===== src/rtl/wb_rom_loader.sv =====
// Byte-stream to Wishbone classic loader: packs little-endian bytes into 32-bit
// words, writes them to consecutive addresses and optionally reads each back to compare.
module wb_rom_loader #(
    parameter int unsigned TIMEOUT = 255
) (
    input  logic        wb_clk_i,
    input  logic        wb_rst_i,
    input  logic        start,
    input  logic        verify,
    input  logic [31:0] base_addr,
    input  logic [9:0]  word_count,
    input  logic        byte_valid,
    input  logic [7:0]  byte_data,
    output logic        byte_ready,
    output logic        wbm_cyc_o,
    output logic        wbm_stb_o,
    output logic        wbm_we_o,
    output logic [31:0] wbm_adr_o,
    output logic [31:0] wbm_dat_o,
    output logic [3:0]  wbm_sel_o,
    input  logic [31:0] wbm_dat_i,
    input  logic        wbm_ack_i,
    output logic        busy,
    output logic        done,
    output logic        error
);

    typedef enum logic [2:0] {
        IDLE,
        COLLECT,
        WRITE,
        READ,
        FINISH
    } state_t;

    localparam logic [9:0] TIMEOUT_LAST = 10'(TIMEOUT - 1);
    localparam logic [9:0] MAX_WORDS    = 10'd512;

    state_t      state;
    logic [31:0] base_q;
    logic [9:0]  count_q;
    logic        verify_q;
    logic [9:0]  index;
    logic [1:0]  byte_cnt;
    logic [23:0] word_q;
    logic [9:0]  timer;

    logic        last_word;
    logic        timed_out;
    logic [31:0] word_addr;

    assign last_word = (index + 10'd1) == count_q;
    assign timed_out = timer == TIMEOUT_LAST;
    // Address arithmetic deliberately wraps at 2^32.
    assign word_addr = base_q + {20'd0, index, 2'b00};

    // NOTE: every register here, including the datapath ones, is cleared by the
    // synchronous reset so a reset mid-transfer leaves no stale word or address.
    always_ff @(posedge wb_clk_i) begin
        if (wb_rst_i) begin
            state      <= IDLE;
            base_q     <= '0;
            count_q    <= '0;
            verify_q   <= 1'b0;
            index      <= '0;
            byte_cnt   <= '0;
            word_q     <= '0;
            timer      <= '0;
            byte_ready <= 1'b0;
            wbm_cyc_o  <= 1'b0;
            wbm_stb_o  <= 1'b0;
            wbm_we_o   <= 1'b0;
            wbm_adr_o  <= '0;
            wbm_dat_o  <= '0;
            wbm_sel_o  <= '0;
            busy       <= 1'b0;
            done       <= 1'b0;
            error      <= 1'b0;
        end else begin
            done <= 1'b0;
            case (state)
                IDLE: begin
                    if (start) begin
                        error    <= 1'b0;
                        busy     <= 1'b1;
                        base_q   <= base_addr & 32'hFFFF_FFFC;
                        count_q  <= (word_count > MAX_WORDS) ? MAX_WORDS : word_count;
                        verify_q <= verify;
                        index    <= '0;
                        byte_cnt <= '0;
                        if (word_count == 10'd0) begin
                            state <= FINISH;
                        end else begin
                            state      <= COLLECT;
                            byte_ready <= 1'b1;
                        end
                    end
                end

                COLLECT: begin
                    if (byte_valid && byte_ready) begin
                        word_q   <= {byte_data, word_q[23:8]};
                        byte_cnt <= byte_cnt + 2'd1;
                        if (byte_cnt == 2'd3) begin
                            byte_ready <= 1'b0;
                            state      <= WRITE;
                            wbm_cyc_o  <= 1'b1;
                            wbm_stb_o  <= 1'b1;
                            wbm_we_o   <= 1'b1;
                            wbm_sel_o  <= 4'hF;
                            wbm_adr_o  <= word_addr;
                            wbm_dat_o  <= {byte_data, word_q};
                            timer      <= '0;
                        end
                    end
                end

                WRITE: begin
                    if (wbm_ack_i) begin
                        wbm_cyc_o <= 1'b0;
                        wbm_stb_o <= 1'b0;
                        wbm_we_o  <= 1'b0;
                        wbm_sel_o <= '0;
                        if (verify_q) begin
                            state <= READ;
                        end else if (last_word) begin
                            state <= FINISH;
                        end else begin
                            index      <= index + 10'd1;
                            state      <= COLLECT;
                            byte_ready <= 1'b1;
                        end
                    end else if (timed_out) begin
                        wbm_cyc_o <= 1'b0;
                        wbm_stb_o <= 1'b0;
                        wbm_we_o  <= 1'b0;
                        wbm_sel_o <= '0;
                        error     <= 1'b1;
                        state     <= FINISH;
                    end else begin
                        timer <= timer + 10'd1;
                    end
                end

                // First READ cycle is the mandatory idle gap after the write.
                READ: begin
                    if (!wbm_cyc_o) begin
                        wbm_cyc_o <= 1'b1;
                        wbm_stb_o <= 1'b1;
                        wbm_we_o  <= 1'b0;
                        wbm_sel_o <= 4'hF;
                        timer     <= '0;
                    end else if (wbm_ack_i) begin
                        wbm_cyc_o <= 1'b0;
                        wbm_stb_o <= 1'b0;
                        wbm_sel_o <= '0;
                        if (wbm_dat_i != wbm_dat_o) begin
                            error <= 1'b1;
                            state <= FINISH;
                        end else if (last_word) begin
                            state <= FINISH;
                        end else begin
                            index      <= index + 10'd1;
                            state      <= COLLECT;
                            byte_ready <= 1'b1;
                        end
                    end else if (timed_out) begin
                        wbm_cyc_o <= 1'b0;
                        wbm_stb_o <= 1'b0;
                        wbm_sel_o <= '0;
                        error     <= 1'b1;
                        state     <= FINISH;
                    end else begin
                        timer <= timer + 10'd1;
                    end
                end

                FINISH: begin
                    done  <= 1'b1;
                    busy  <= 1'b0;
                    state <= IDLE;
                end

                default: state <= IDLE;
            endcase
        end
    end

endmodule


===== config.mk =====
export PLATFORM = sky130hd
export DESIGN_NAME = wb_rom_loader
export DESIGN_NICKNAME = d
export VERILOG_FILES = /design/src/rtl/wb_rom_loader.sv
export SDC_FILE = /design/constraint.sdc
export NUM_CORES = 1
export LEC_CHECK = 0
export ABC_CLOCK_PERIOD_IN_PS = 4700
export BUFFER_PORTS_ARGS = -buffer_cell sky130_fd_sc_hd__buf_2
export CORE_UTILIZATION = 59
export DETAILED_ROUTE_END_ITERATION = 12
export PLACE_DENSITY = 0.86
export SLEW_MARGIN = 20
export SYNTH_ARGS = -nofsm -noshare
export SYNTH_HDL_FRONTEND = slang
export SYNTH_SLANG_ARGS = --single-unit

===== constraint.sdc =====
create_clock -name wb_clk_i -period 4.7 [get_ports wb_clk_i]
set_input_delay 0.235 -clock wb_clk_i [delete_from_list [all_inputs] [get_ports wb_clk_i]]
set_output_delay 0.235 -clock wb_clk_i [all_outputs]
set_load 0.01 [all_outputs]

==> results.py, run 1 <==
metrics = {
    "run_status": {
        "status": "complete, no violations",
    },
    "critical_path": {
        "max_stage_delay_ps": 540,
        "critPathCaptureType": "register",
        "critPathKind": "reg -> reg",
        "arrival_ps": 3420,
        "crit_buf_inv": 1,
        "start_kind": "register",
        "required_ps": 5030,
        "cp_slowest_cell": "dfxtp_1",
        "critPathTopFamily": "compound AO/OA/AOI/OAI gates",
        "worstPathCellList": "ha_1 -> inv_1 -> fa_1 -> nor2b_1 -> o21ai_0 -> a21oi_1 -> o211ai_1 -> a21o_1 -> or3_1 -> a311oi_1",
        "path_max_fanout": 10,
    },
    "sta": {
        "hold_violations": 0,
        "period_minus_slack_ps": 3090,
        "worst_pin_slew_ps": 914,
        "fin_tns_setup_ps": 0,
        "holdWs_ps": 38.7,
        "final-setup-viol-count": 0,
        "skew_ps": 10.4,
        "layout_worst_path_cycle_share": 0.656,
        "fin_ws_ps": 1610,
        "final_max_slew_viol_count": 0,
        "rsz0062_at_grt": "no",
        "slew_headroom": 0.389,
        "fmax_mhz": 324,
    },
    "placement": {
        "dpl.hpwl_microns": 12800,
        "dp_worst_setup_slack_ps": 1670,
        "gp_congestion": 0.867,
        "numPortBuffers": 158,
    },
    "floorplan": {
        "io_pins": 163,
        "die_h_microns": 117,
        "initial_utilization": 0.609,
        "rows": 41,
        "core_sq_um": 12700,
        "die_w_microns": 117,
        "die_area_sq_um": 13600,
    },
    "global_routing": {
        "grt_util_met3": 0.0488,
        "grt_max_degree": 119,
        "antenna_found_initial": 0,
        "track_usage": 0.281,
        "use_met2": 0.460,
        "grt.met1_usage": 0.374,
        "top_usage_layer": "met2",
        "grt_pass1_wl_microns": 30200,
        "grt_pass1_vias": 6376,
        "grt_overflow": 0,
    },
    "power": {
        "p_switching_uw": 1160,
        "clkPwrFrac": 0.376,
        "ir_drop_mv": 0.318,
        "p_leak_uw": 0.00364,
        "powerDensity_nw_per_um2": 410,
        "total_power_uw": 3760,
        "p_sw_frac": 0.309,
        "comb_power_share": 0.196,
        "power.internal_uw": 2600,
        "power_frac_seq": 0.428,
    },
    "synthesis": {
        "avgSynthCellArea_sq_um": 7.80,
        "synth_top_area_cell": "dfxtp_1",
        "ys_warn_count": 0,
        "yosys-top-cells-count": "231 x nand2_1, 163 x dfxtp_1, 140 x a21oi_1",
        "synth-edff-count": 0,
        "ys.flop_type": "dfxtp_1",
        "yosys.area.top_type_share": 0.421,
        "async_flop_share": 0,
        "synth.area.top_cells": "dfxtp_1 42%, nand2_1 11%, a21oi_1 9.0%, xor2_1 5.1%, nor2_1 3.5%",
        "yosysMostFrequentCell": "nand2_1",
        "netlist_instances": 992,
        "synth_area_sq_um": 7740,
        "yosysUniqueCellTypes": 56,
        "synth_seq_cells": 163,
        "ys_seq_area_frac": 0.421,
    },
    "route": {
        "routed_wl_microns": 18700,
        "drc": 0,
        "dr.pass1.iters": 7,
        "ant_nets": 0,
        "drt-vias-per-instance": 5.70,
        "post_drt_wl_per_cell_microns": 14.4,
        "num_vias": 7401,
        "drtIter0Drc": 601,
    },
    "clock_network": {
        "cts_buffers": 17,
        "root_buffer": "clkbuf_16",
        "cts_num_sinks": 163,
        "clk_latency_ps": 430,
        "cts_max_level": 4,
        "clk_pin_slew_worst_paths_ps": 60,
        "cts_tree": "built",
        "hold_buffers": 0,
        "clockBufferDepth": 2,
        "postCtsSetupBuffers": 0,
        "cts-resized-gates": 0,
    },
    "finish": {
        "insertedDiodeCount": 0,
        "final_util": 0.721,
        "fill_cells": 1015,
        "fin_nets": 1217,
        "area_growth_pct": 18.5,
        "drive_above_1_share": 0.184,
    },
    "job": {
        "cap_violations": 0,
    },
    "hold_path": {
        "hold_class": "in -> reg",
    },
}
-- per-layer routing --
| metal | up-vias | wire length [microns] |
|---|---|---|
| met3 | 28 | 1240 |
| li1 | 3670 | - |
| met2 | 299 | 8880 |
| met1 | 3404 | 8230 |
| met4 | 0 | 323 |
| met5 | - | 0 |
-- final timing paths --
kind / slack [ps] / end / from / cells past startpoint
worst max-delay path: 1610 / wbm_adr_o[22]$_SDFFE_PP0P_ / index[0]$_SDFFE_PP0P_ / 10
worst min-delay path: 40 / base_q[2]$_SDFFE_PP0P_ / base_addr[2] / 3
worst max register to register: 1610 / wbm_adr_o[22]$_SDFFE_PP0P_ / index[0]$_SDFFE_PP0P_ / 10
worst min register to register: 450 / wbm_adr_o[4]$_SDFFE_PP0P_ / wbm_adr_o[4]$_SDFFE_PP0P_ / 2
-- registers in the layout, summed over array words and instances (netlist names), 3 cells and up --
name	cells
wbm_dat_o	32
state	3
count_q	10
wbm_sel_o	4
base_q	30
timer	10
index	10
word_q	24
wbm_adr_o	30
-- tightest hold or removal path, delay by kind of cell --
family,cells,cell delay (ps)
AOI/OAI and AO/OA,1,50
and+or+nand+nor,1,40
buffers and inverters,1,90
-- power groups by stage --
stage,sequential (uW),combinational [uW],clock [uW]
after detailed placement,1640,723,0
final,1610,737,1410
after floorplan,1600,558,0
after global placement,1630,710,0
after global routing,1630,827,1490
after CTS,1610,732,1430
-- layout make-up --
type                            count  area (sq um)  share of cell area
Inverter                           15          56.3             0.00614
Clock inverter                     14           178              0.0194
Multi-Input combinational cell    751          4170               0.455
Clock buffer                       18           429              0.0468
Sequential cell                   163          3260               0.356
Timing Repair Buffer              166           857              0.0935
Tap cell                          172           215              0.0235
-- kinds of logic after synthesis --
group,Yosys count,share of synthesized area
AND/OR/NAND/NOR,424,0.247
AO/OA/AOI/OAI,233,0.177
flip-flops,163,0.421
buffers and inverters,79,0.0409
XOR/XNOR,75,0.0848
adder cells (fa/ha/maj),15,0.0252
multiplexers,2,0.00259
other,1,0.000484
-- cell usage in the layout (no fill, tap or decap), drive strengths merged, types with 17 or more instances in the layout --
master	n
nand4	20
inv	19
nand3	17
clkbuf	18
a21oi	140
dfxtp	163
xnor2	30
buf	166
xor2	45
nand2	231
a211oi	28
nor2	72
-- metrics by stage --
stage	instance area [sq um]	cells
4_1_cts	9170	1299
3_5_place_dp	8560	1267
5_1_grt	9170	1299
6_report	9170	1299
2_1_floorplan	7750	993
3_3_place_gp	8560	1267
Note: power is estimated with default switching activity, not from simulation.
==> run 2, diff against run 1 <==
- ABC_CLOCK_PERIOD_IN_PS: 4700 -> 3030
- CORE_UTILIZATION: 59 -> 55
- PLACE_DENSITY: 0.86 -> 0.81
- clock period: 4.7 -> 3.03 ns (I/O delays scaled with it)
==> results.py, run 2 (synthesis gave the netlist of run 1 again) <==
metrics = {
    "finish": {
        "fin_area_sq_um": 9630,
        "fin_nets": 1270,
        "top_regs": "wbm_dat_o (32), base_q (30), wbm_adr_o (30)",
        "insertedDiodeCount": 0,
        "final_util": 0.713,
        "final_common_cell": "nand2_1",
        "final_cells": 1356,
        "largest_reg_flops": 32,
        "top_register": "wbm_dat_o",
        "fill_cells": 1053,
        "area_growth_pct": 24.4,
        "drive_above_1_share": 0.187,
        "layout_common_cells": "231 x nand2_1, 163 x dfxtp_1, 157 x buf_2",
    },
    "critical_path": {
        "start_kind": "register",
        "critPathCaptureType": "register",
        "required_ps": 3370,
        "critPathKind": "reg -> reg",
        "arrival_ps": 3140,
        "path_max_fanout": 6,
    },
    "sta": {
        "fin_tns_setup_ps": 0,
        "layout_worst_path_cycle_share": 0.924,
        "fmax_mhz": 357,
        "rsz0062_at_grt": "no",
        "slew_headroom": 0.367,
        "hold_violations": 0,
        "skew_ps": 11.6,
        "worst_pin_slew_ps": 943,
        "final_max_slew_viol_count": 0,
        "period_minus_slack_ps": 2800,
        "final-setup-viol-count": 0,
    },
    "floorplan": {
        "die_w_microns": 121,
        "initial_utilization": 0.573,
        "die_area_sq_um": 14600,
        "core_sq_um": 13500,
        "die_h_microns": 121,
        "io_pins": 163,
        "rows": 42,
    },
    "route": {
        "routed_wl_microns": 19800,
        "drt-vias-per-instance": 5.60,
        "num_vias": 7598,
        "post_drt_wl_per_cell_microns": 14.6,
        "drtIter0Drc": 581,
        "ant_nets": 0,
        "drc": 0,
        "dr.pass1.iters": 5,
    },
    "job": {
        "cap_violations": 0,
    },
    "clock_network": {
        "cts_tree": "built",
        "clk_latency_ps": 430,
        "root_buffer": "clkbuf_16",
        "clockBufferDepth": 2,
        "cts_max_level": 4,
        "cts_buffers": 17,
        "cts_num_sinks": 163,
        "clk_pin_slew_worst_paths_ps": 60,
    },
    "global_routing": {
        "grt_overflow": 0,
        "track_usage": 0.279,
        "grt_pass1_wl_microns": 32500,
        "antenna_found_initial": 0,
        "grt_max_degree": 69,
        "grt_pass1_vias": 6845,
    },
    "power": {
        "ir_drop_mv": 0.466,
        "p_leak_uw": 0.00384,
        "powerDensity_nw_per_um2": 596,
    },
    "placement": {
        "place_area_sq_um": 8680,
        "gp_congestion": 0.915,
        "place_inst": 1285,
        "dpl.hpwl_microns": 13400,
        "numPortBuffers": 158,
    },
    "run_status": {
        "status": "complete, no violations",
    },
    "hold_path": {
        "hold_class": "in -> reg",
    },
}
## run 2: final timing paths
path	from	endpoint	slack (ps)	cells past startpoint
hold / removal	word_count[6]	count_q[6]$_SDFFE_PP0P_	7	3
setup reg to reg	base_q[2]$_SDFFE_PP0P_	wbm_adr_o[18]$_SDFFE_PP0P_	230	11
hold reg to reg	word_q[6]$_SDFFE_PP0P_	wbm_dat_o[6]$_SDFFE_PP0P_	450	2
setup / recovery	base_q[2]$_SDFFE_PP0P_	wbm_adr_o[18]$_SDFFE_PP0P_	230	11
## run 2: per-layer routing
layer | GRT usage | wire length [microns] | part of all wire | up-vias
met5 | 0 | 0 | 0 | -
met4 | 0.116 | 541 | 0.027 | 0
met3 | 0.0491 | 1090 | 0.055 | 44
met2 | 0.451 | 9330 | 0.47 | 281
met1 | 0.366 | 8860 | 0.45 | 3505
li1 | - | - | - | 3768
## run 2: what timing repair did
item                                   CTS  global route
resized for setup                        0             0
setup buffers                            0             0
endpoints found under the hold margin   46             0
hold buffers                            39             0
## run 2: critical path, stage by stage (launching register included)
cell and delay [ps]:
dfxtp_1 330, ha_1 190, inv_1 60, fa_1 400, nor2b_1 160, o21ai_0 130, a21oi_1 290, o211ai_1 320
buf_4 260, a211oi_1 240, xnor2_1 100, a211oi_1 220
## run 2: final cells by class
class / count / area, sq um / share of cell area
multi-input cells: 751 / 4170 / 0.433
clock buffers: 22 / 484 / 0.0503
inverters: 15 / 56.3 / 0.00584
flip-flops and latches: 163 / 3260 / 0.339
well taps: 176 / 220 / 0.0229
clock inverters: 10 / 75.1 / 0.00779
repair buffers: 219 / 1360 / 0.141
## run 2: power by group
part	total, uW	internal [uW]	switching [uW]	leakage (uW)
clock	1990	1140	855	0.000265
combinational	1270	493	782	0.00226
sequential	2470	2310	164	0.00132
total	5740	3940	1800	0.00384
## run 2: metrics by stage
step	total power, uW	hold WS [ps]	setup slack [ps]
after floorplan	3340	287	482
after global placement	3700	395	405
after detailed placement	3720	398	364
after CTS	5730	1.30	282
after global routing	6010	14.1	88.8
final	5740	6.59	229
